$ cat config.mk
export PLATFORM = sky130hd
export DESIGN_NAME = if_stage
export DESIGN_NICKNAME = d
export VERILOG_FILES = /design/src/rtl/if_stage_pkg.sv /design/src/rtl/if_stage_pc_next_select.sv /design/src/rtl/if_stage.sv
export SDC_FILE = /design/constraint.sdc
export NUM_CORES = 1
export LEC_CHECK = 0
export BUFFER_PORTS_ARGS = -buffer_cell sky130_fd_sc_hd__clkbuf_2
export CAP_MARGIN = 5
export CORE_MARGIN = 2
export CORE_UTILIZATION = 40
export CTS_BUF_LIST = sky130_fd_sc_hd__clkbuf_8 sky130_fd_sc_hd__clkbuf_16
export CTS_CLUSTER_DIAMETER = 200
export CTS_CLUSTER_SIZE = 28
export DETAILED_ROUTE_END_ITERATION = 16
export GPL_TIMING_DRIVEN = 1
export HOLD_SLACK_MARGIN = 0.02
export PLACE_DENSITY_LB_ADDON = 0.3
export SLEW_MARGIN = 30
export SYNTH_ARGS = -nofsm -noshare
export SYNTH_HDL_FRONTEND = slang
export SYNTH_SLANG_ARGS = --single-unit
export TNS_END_PERCENT = 50
$ cat constraint.sdc
create_clock -name clk_i -period 3.15 [get_ports clk_i]
set_input_delay 0.4725 -clock clk_i [delete_from_list [all_inputs] [get_ports clk_i]]
set_output_delay 0.4725 -clock clk_i [all_outputs]
set_load 0.05 [all_outputs]
$ cat src/rtl/if_stage_pkg.sv
// Shared definitions for the instruction-fetch stage: datapath width, reset/NOP
// values and the redirect-select encoding used by the next-PC logic.
package if_stage_pkg;

  localparam int          ISA_WIDTH      = 32;
  localparam logic [31:0] INSTR_NOP      = 32'h0000_0000;
  localparam logic [31:0] PC_RESET_VALUE = 32'h0000_0000;
  localparam logic [31:0] PC_STEP        = 32'h0000_0004;

  localparam logic [1:0]  REDIR_NONE     = 2'd0;
  localparam logic [1:0]  REDIR_BRANCH   = 2'd1;
  localparam logic [1:0]  REDIR_JUMP     = 2'd2;
  localparam logic [1:0]  REDIR_JR       = 2'd3;

endpackage

$ cat src/rtl/if_stage_pc_next_select.sv
// Combinational next-PC selection: builds the branch, jump and jr targets,
// applies jr > jump > branch priority and qualifies redirects with ID validity.
module if_stage_pc_next_select
  import if_stage_pkg::*;
(
  input  logic [ISA_WIDTH-1:0] pc_i,
  input  logic [ISA_WIDTH-1:0] if_id_pc_plus4_i,
  input  logic                 if_id_valid_i,
  input  logic                 branch_taken_i,
  input  logic [ISA_WIDTH-1:0] branch_imm_i,
  input  logic                 jump_i,
  input  logic [25:0]          jump_index_i,
  input  logic                 jr_i,
  input  logic [ISA_WIDTH-1:0] jr_target_i,
  output logic                 redirect_o,
  output logic [ISA_WIDTH-1:0] next_pc_o
);

  logic [1:0]           sel_s;
  logic [ISA_WIDTH-1:0] branch_tgt_s;
  logic [ISA_WIDTH-1:0] jump_tgt_s;
  logic [ISA_WIDTH-1:0] jr_tgt_s;

  assign branch_tgt_s = if_id_pc_plus4_i + {branch_imm_i[ISA_WIDTH-3:0], 2'b00};
  assign jump_tgt_s   = {if_id_pc_plus4_i[31:28], jump_index_i, 2'b00};
  assign jr_tgt_s     = {jr_target_i[31:2], 2'b00};

  // A bubble in ID carries no real control instruction, so it never redirects.
  always_comb begin
    sel_s = REDIR_NONE;
    if (!if_id_valid_i) begin
      sel_s = REDIR_NONE;
    end else if (jr_i) begin
      sel_s = REDIR_JR;
    end else if (jump_i) begin
      sel_s = REDIR_JUMP;
    end else if (branch_taken_i) begin
      sel_s = REDIR_BRANCH;
    end else begin
      sel_s = REDIR_NONE;
    end
  end

  always_comb begin
    next_pc_o = pc_i + PC_STEP;
    case (sel_s)
      REDIR_BRANCH: next_pc_o = branch_tgt_s;
      REDIR_JUMP:   next_pc_o = jump_tgt_s;
      REDIR_JR:     next_pc_o = jr_tgt_s;
      REDIR_NONE:   next_pc_o = pc_i + PC_STEP;
      default:      next_pc_o = pc_i + PC_STEP;
    endcase
  end

  assign redirect_o = (sel_s != REDIR_NONE);

endmodule

$ cat src/rtl/if_stage.sv
// Instruction-fetch stage: PC register, instruction-memory address and the IF/ID
// pipeline register, with stall hold and one-bubble flush on ID-stage redirects.
module if_stage
  import if_stage_pkg::*;
#(
  parameter logic [ISA_WIDTH-1:0] RESET_PC = PC_RESET_VALUE,
  parameter logic [ISA_WIDTH-1:0] NOP_WORD = INSTR_NOP
) (
  input  logic                 clk_i,
  input  logic                 rst_i,
  input  logic                 stall_i,
  input  logic                 branch_taken_i,
  input  logic [ISA_WIDTH-1:0] branch_imm_i,
  input  logic                 jump_i,
  input  logic [25:0]          jump_index_i,
  input  logic                 jr_i,
  input  logic [ISA_WIDTH-1:0] jr_target_i,
  output logic [ISA_WIDTH-1:0] imem_addr_o,
  input  logic [ISA_WIDTH-1:0] imem_data_i,
  output logic [ISA_WIDTH-1:0] if_id_pc_plus4_o,
  output logic [ISA_WIDTH-1:0] if_id_instruction_o,
  output logic                 if_id_valid_o
);

  logic [ISA_WIDTH-1:0] pc_q, pc_d;
  logic [ISA_WIDTH-1:0] instr_q, instr_d;
  logic [ISA_WIDTH-1:0] pc_plus4_q, pc_plus4_d;
  logic                 valid_q, valid_d;
  logic                 redirect_s;
  logic [ISA_WIDTH-1:0] next_pc_s;

  if_stage_pc_next_select u_pc_next_select (
    .pc_i             (pc_q),
    .if_id_pc_plus4_i (pc_plus4_q),
    .if_id_valid_i    (valid_q),
    .branch_taken_i   (branch_taken_i),
    .branch_imm_i     (branch_imm_i),
    .jump_i           (jump_i),
    .jump_index_i     (jump_index_i),
    .jr_i             (jr_i),
    .jr_target_i      (jr_target_i),
    .redirect_o       (redirect_s),
    .next_pc_o        (next_pc_s)
  );

  // Stall outranks redirect: the ID operands driving a redirect are not final yet.
  always_comb begin
    pc_d       = pc_q;
    instr_d    = instr_q;
    pc_plus4_d = pc_plus4_q;
    valid_d    = valid_q;
    if (stall_i) begin
      pc_d       = pc_q;
      instr_d    = instr_q;
      pc_plus4_d = pc_plus4_q;
      valid_d    = valid_q;
    end else if (redirect_s) begin
      pc_d       = next_pc_s;
      instr_d    = NOP_WORD;
      pc_plus4_d = {ISA_WIDTH{1'b0}};
      valid_d    = 1'b0;
    end else begin
      pc_d       = next_pc_s;
      instr_d    = imem_data_i;
      pc_plus4_d = pc_q + PC_STEP;
      valid_d    = 1'b1;
    end
  end

  always_ff @(posedge clk_i) begin
    if (rst_i) begin
      pc_q       <= RESET_PC;
      instr_q    <= NOP_WORD;
      pc_plus4_q <= {ISA_WIDTH{1'b0}};
      valid_q    <= 1'b0;
    end else begin
      pc_q       <= pc_d;
      instr_q    <= instr_d;
      pc_plus4_q <= pc_plus4_d;
      valid_q    <= valid_d;
    end
  end

  assign imem_addr_o         = pc_q;
  assign if_id_pc_plus4_o    = pc_plus4_q;
  assign if_id_instruction_o = instr_q;
  assign if_id_valid_o       = valid_q;

endmodule

; After elaboration in Yosys (flattened, before gate mapping)
; Index checks and enable logic that the tools add are counted.
; W data, S select, Z words.
[word_totals]
ramBits = 0
mem_count = 0
ff_bits = 97
mem_bits_ro = 0
wordCells = 19
out_inout_bits = 97
latchBits = 0
[op_classes]
bitwise_logic = 0
n_lt_le_gt_ge = 0
shifts = 0
div = 0
multipliers = 0
n_mux = 8
n_addsub = 2
reduce_logical = 2
n_eq_ne = 3
[op_table]
columns = op, n
row1 = $pmux W32 S4, 1
row2 = $mux W32, 2
row3 = $add A32 B3 Y32 const B, 1
row4 = $add A32 B32 Y32, 1
row5 = $mux W2, 3
row6 = $eq A2 B2 Y1 const B, 2
row7 = $eq A2 B1 Y1 const B, 1
row8 = $logic_not A2 Y1, 1
row9 = $mux W1, 2
row10 = $reduce_bool A2 Y1, 1

; Depth between registers and ports, before layout
[logic_depth]
ltp_word = 6
depth_mapped = 9

; Hierarchy
; From an unflattened synthesis, not the netlist that was laid out.
[hier_totals]
cells_unflattened = 817
area_unflattened_um2 = 6670.1
[modules_own_cells]
columns = mod, seq_area_each_um2, cells_per_inst, instances, area_per_inst_um2
row1 = if_stage, 1941.9, 401, 1, 3788.6
row2 = if_stage_pc_next_select, 0.0, 416, 1, 2881.5

; Worst setup path after synthesis
; Ideal clock, no wire load.
[synth_timing]
kind = reg-to-reg
from = register pc_q[16], in the netlist imem_addr_o[16]
to = register pc_q[31], in the netlist imem_addr_o[31]
arrival_ns = 2.733
t_required_ns = 3.023
period_less_slack_ns = 2.860
path_stages_with_launch = 9
path_slack_ns = 0.290
setup_ns = 0.127
cell_sequence = dfxtp_1 nand4_2 or4_1 buf_2 nor4_1 xnor2_1 o21ai_1 a32o_1 or3_1
[synth_via]
elab_chain_cells = 2
[synth_rtl]
columns = element, line
row1 = start: declaration, if_stage.sv:25  ; logic [ISA_WIDTH-1:0] pc_q, pc_d;
row2 = start signal: assignment, if_stage.sv:77  ; pc_q <= pc_d;
row3 = $add A32 B3 Y32, n/a
row4 = $pmux W32 S4, if_stage_pc_next_select.sv:46  ; case (sel_s)
; Every way passes these cells.
; A chain may end at the register's enable or synchronous reset.

; Worst setup path after layout
[layout_timing]
from = register pc_plus4_q[3], in the netlist if_id_pc_plus4_o[3]
to = register pc_q[31], in the netlist imem_addr_o[31]
[layout_via]
elab_chain_cells = 2
[layout_rtl]
columns = element, line
row1 = start: declaration, if_stage.sv:27  ; logic [ISA_WIDTH-1:0] pc_plus4_q, pc_plus4_d;
row2 = start signal: assignment, if_stage.sv:74  ; pc_plus4_q <= {ISA_WIDTH{1'b0}};
row3 = start signal: assignment, if_stage.sv:79  ; pc_plus4_q <= pc_plus4_d;
row4 = $add A32 B32 Y32, if_stage_pc_next_select.sv:24  ; assign branch_tgt_s = if_id_pc_plus4_i + {branch_imm_i[ISA_WIDTH-3:0], 2'b00};
row5 = $pmux W32 S4, if_stage_pc_next_select.sv:46
; Every way passes these cells.

==> impl_metrics.tcl <==
set metrics [dict create \
    swShare_pct 37.3 \
    grt_antenna_before_repair 1 \
    wl_um 22900 \
    fin_tns_setup_ns 0 \
    postCtsHoldBufs 0 \
    p_seq_share_pct 39.0 \
    start_util_pct 40.4 \
    finalHoldViolCount 0 \
    final_nets 1201 \
    finalHoldWorstSlack_ns 0.406 \
    final_max_slew_viol_count 0 \
    ff_latch_area_um2 1940 \
    fillCellCount 1599 \
    cap_violations 0 \
    arrival_ns 3.13 \
    syn_area_um2 6340 \
    cts_max_level 3 \
    multi_input_comb_area_um2 4180 \
    p_comb_share_pct 28.9 \
    critPathMaxFanout 4 \
    vias 7233 \
    portBuffers 220 \
    clockBufferDepth 2 \
    yosysWarnings 0 \
    final_cell_area_um2 8070 \
    final_cell_mix "clkbuf_2, nor2_1, dfxtp_1, a21oi_1, o21ai_0" \
    finalNonFillerCells 1263 \
    drtAntennaViolNets 0 \
    cp-end-kind "register" \
    cts_tree "built" \
    synthCells 837 \
    fin_crit_sh_pct 91.6 \
    die_y_um 130 \
    detail_route.first_pass.iterations 5 \
    die-area_um2 16900 \
    ys_ff_latch 97 \
    worst_ep_required_time_ns 3.39 \
    irDropWorstVdd_mv 0.260 \
    dp_cells 1247 \
    die_w_um 130 \
    p_leak_nw 3.70 \
    cellPowerDensity_nw_per_um2 437 \
    yosysSeqAreaShare_pct 30.6 \
    core_um2 15700 \
    start_kind "register" \
    detail_route.iter0.violations 667 \
    power.share.clock_pct 32.1 \
    dp_hpwl_um 17100 \
    clock.fmax_ghz 0.347 \
    wl_per_cell_um 18.1 \
    overflow 0 \
    ys_types 59 \
    rsz0062_at_grt "false" \
    dpl_cell_area_um2 7770 \
    num_rows 46 \
    synth.avg_cell_area_um2 7.58 \
    worstHoldPathType "primary input to register" \
    synth-edff-count 0 \
    setup_viol 0 \
    tightestPinTransition_ns 0.876 \
    routed_via_density 5.73 \
    drive_gt1_share_pct 26.7 \
    min_period_ns 2.89 \
    grt_pass1_vias 6339 \
    switchingPower_mw 1.32 \
    gp_congestion 0.945 \
    r2r-start "if_id_pc_plus4_o[3]" \
    r2r_setup_slack_ns 0.26 \
    clkSinkCount 97 \
    path_clk_slew_ns 0.07 \
    grt_pass1_wl_um 34200 \
    final_common_cell "clkbuf_2" \
    grt_max_degree 73 \
    cts_buffers 9 \
    ys_async_sr_fraction_pct 0 \
    cts_resized 0 \
    clk_root_buffer_cell "clkbuf_16" \
    io_pins 225 \
    synth_ff_type "dfxtp_1" \
    insertion_delay_ns 0.36 \
    intPower_mw 2.21 \
    drc_errors 0 \
    status "complete, no violations" \
    synth_fp_nets 996 \
    layout-area-overhead-vs-synth_pct 27.2 \
    num_antenna_cells 0 \
    min_from "jr_target_i[3]" \
    path_class "register to register" \
    relSlewSlack_pct 41.6 \
    track_usage_pct 26.0 \
    post_cts_buffers 0 \
    finClkSkew_ns 0.00900 \
    startpoint "if_id_pc_plus4_o[3]" \
]
Yosys cell counts, drive strengths merged, types with 3 or more instances:
library cell / instances / share of area, %
o211ai: 12 / 1.4
a22oi: 12 / 1.4
or2: 5 / 0.49
a211oi: 10 / 1.2
xor2: 17 / 2.3
dfxtp: 97 / 31
o211a: 6 / 0.95
or3: 7 / 0.69
a221oi: 13 / 1.8
nor2: 118 / 7.0
inv: 10 / 0.59
nor3: 27 / 2.1
nand2: 53 / 3.1
buf: 6 / 0.39
o21ai: 58 / 4.6
mux2i: 6 / 0.95
a2bb2oi: 4 / 0.55
a21o: 5 / 0.59
and2: 3 / 0.30
ha: 30 / 5.9
o31ai: 7 / 0.83
xnor2: 25 / 3.5
and3: 38 / 3.7
a221o: 9 / 1.4
a31o: 3 / 0.41
o21a: 9 / 1.1
nand4: 17 / 1.8
a211o: 7 / 0.97
a31oi: 13 / 1.3
or4: 5 / 0.59
nand3: 19 / 1.5
nor4: 7 / 0.69
o2111ai: 6 / 0.83
a21boi: 3 / 0.36
clkbuf: 50 / 3.0
a21oi: 94 / 7.4
final timing paths:
check,endpoint,cells past startpoint
worst max-delay path,imem_addr_o[31],8
worst max register to register,imem_addr_o[31],8
worst min-delay path,imem_addr_o[3],3
worst min register to register,imem_addr_o[0],2
logic make-up after synthesis:
group                    count (synthesis)  synth area share [%]
AND/OR/NAND/NOR                        310                  23.5
buffers and inverters                   67                  4.00
multiplexers                             6                 0.947
AO/OA/AOI/OAI                          284                  28.9
flip-flops                              97                  30.6
XOR/XNOR                                42                  5.80
adder cells (fa/ha/maj)                 31                  6.23
sequential cells by signal (all words and copies together), names as in the netlist:
signal and cells:
if_id_valid_o 1, if_id_instruction_o 32, if_id_pc_plus4_o 32, imem_addr_o 32
stage by stage:
| step | utilization, % | worst slack [ns] | power [mW] |
|---|---|---|---|
| detailed placement | 49.5 | 0.0944 | 2.41 |
| CTS | 51.4 | 0.299 | 3.54 |
| finish | 51.4 | 0.265 | 3.52 |
| global route | 51.4 | 0.0771 | 3.68 |
| global placement | 49.5 | 0.119 | 2.40 |
| floorplan | - | 0.290 | 2.08 |
per-layer routing:
layer  track usage, %  routed length (µm)  vias up
met1             35.7               10100     3378
met2             41.9               10600      298
met5                0                   0        -
met4             7.65                 397        0
li1                 -                   -     3532
met3             4.67                1760       25
cell type report:
class / instances / area share [%]
clock inverter: 6 / 0.744
multi-input combinational: 673 / 51.7
sequential: 97 / 24.1
timing repair buffer: 250 / 16.6
tap: 216 / 3.35
clock buffer: 10 / 2.96
inverter: 11 / 0.512
critical path, stage by stage (launching register included):
cell      delay [ns]
dfxtp_1         0.41
ha_1            0.27
a211oi_1        0.28
o21bai_1        0.20
o211a_1         0.29
a21oi_1         0.32
o21ai_0         0.32
a32o_1          0.30
or3_1           0.36
power by group through the flow:
stage	combinational (mW)	sequential [mW]	clock [mW]
4_1_cts	1.01	1.37	1.15
2_1_floorplan	0.452	1.63	0
5_1_grt	1.10	1.38	1.20
3_5_place_dp	1.01	1.40	0
6_report	1.02	1.37	1.13
3_3_place_gp	1.01	1.40	0
Note: power is estimated with default switching activity, not from simulation.
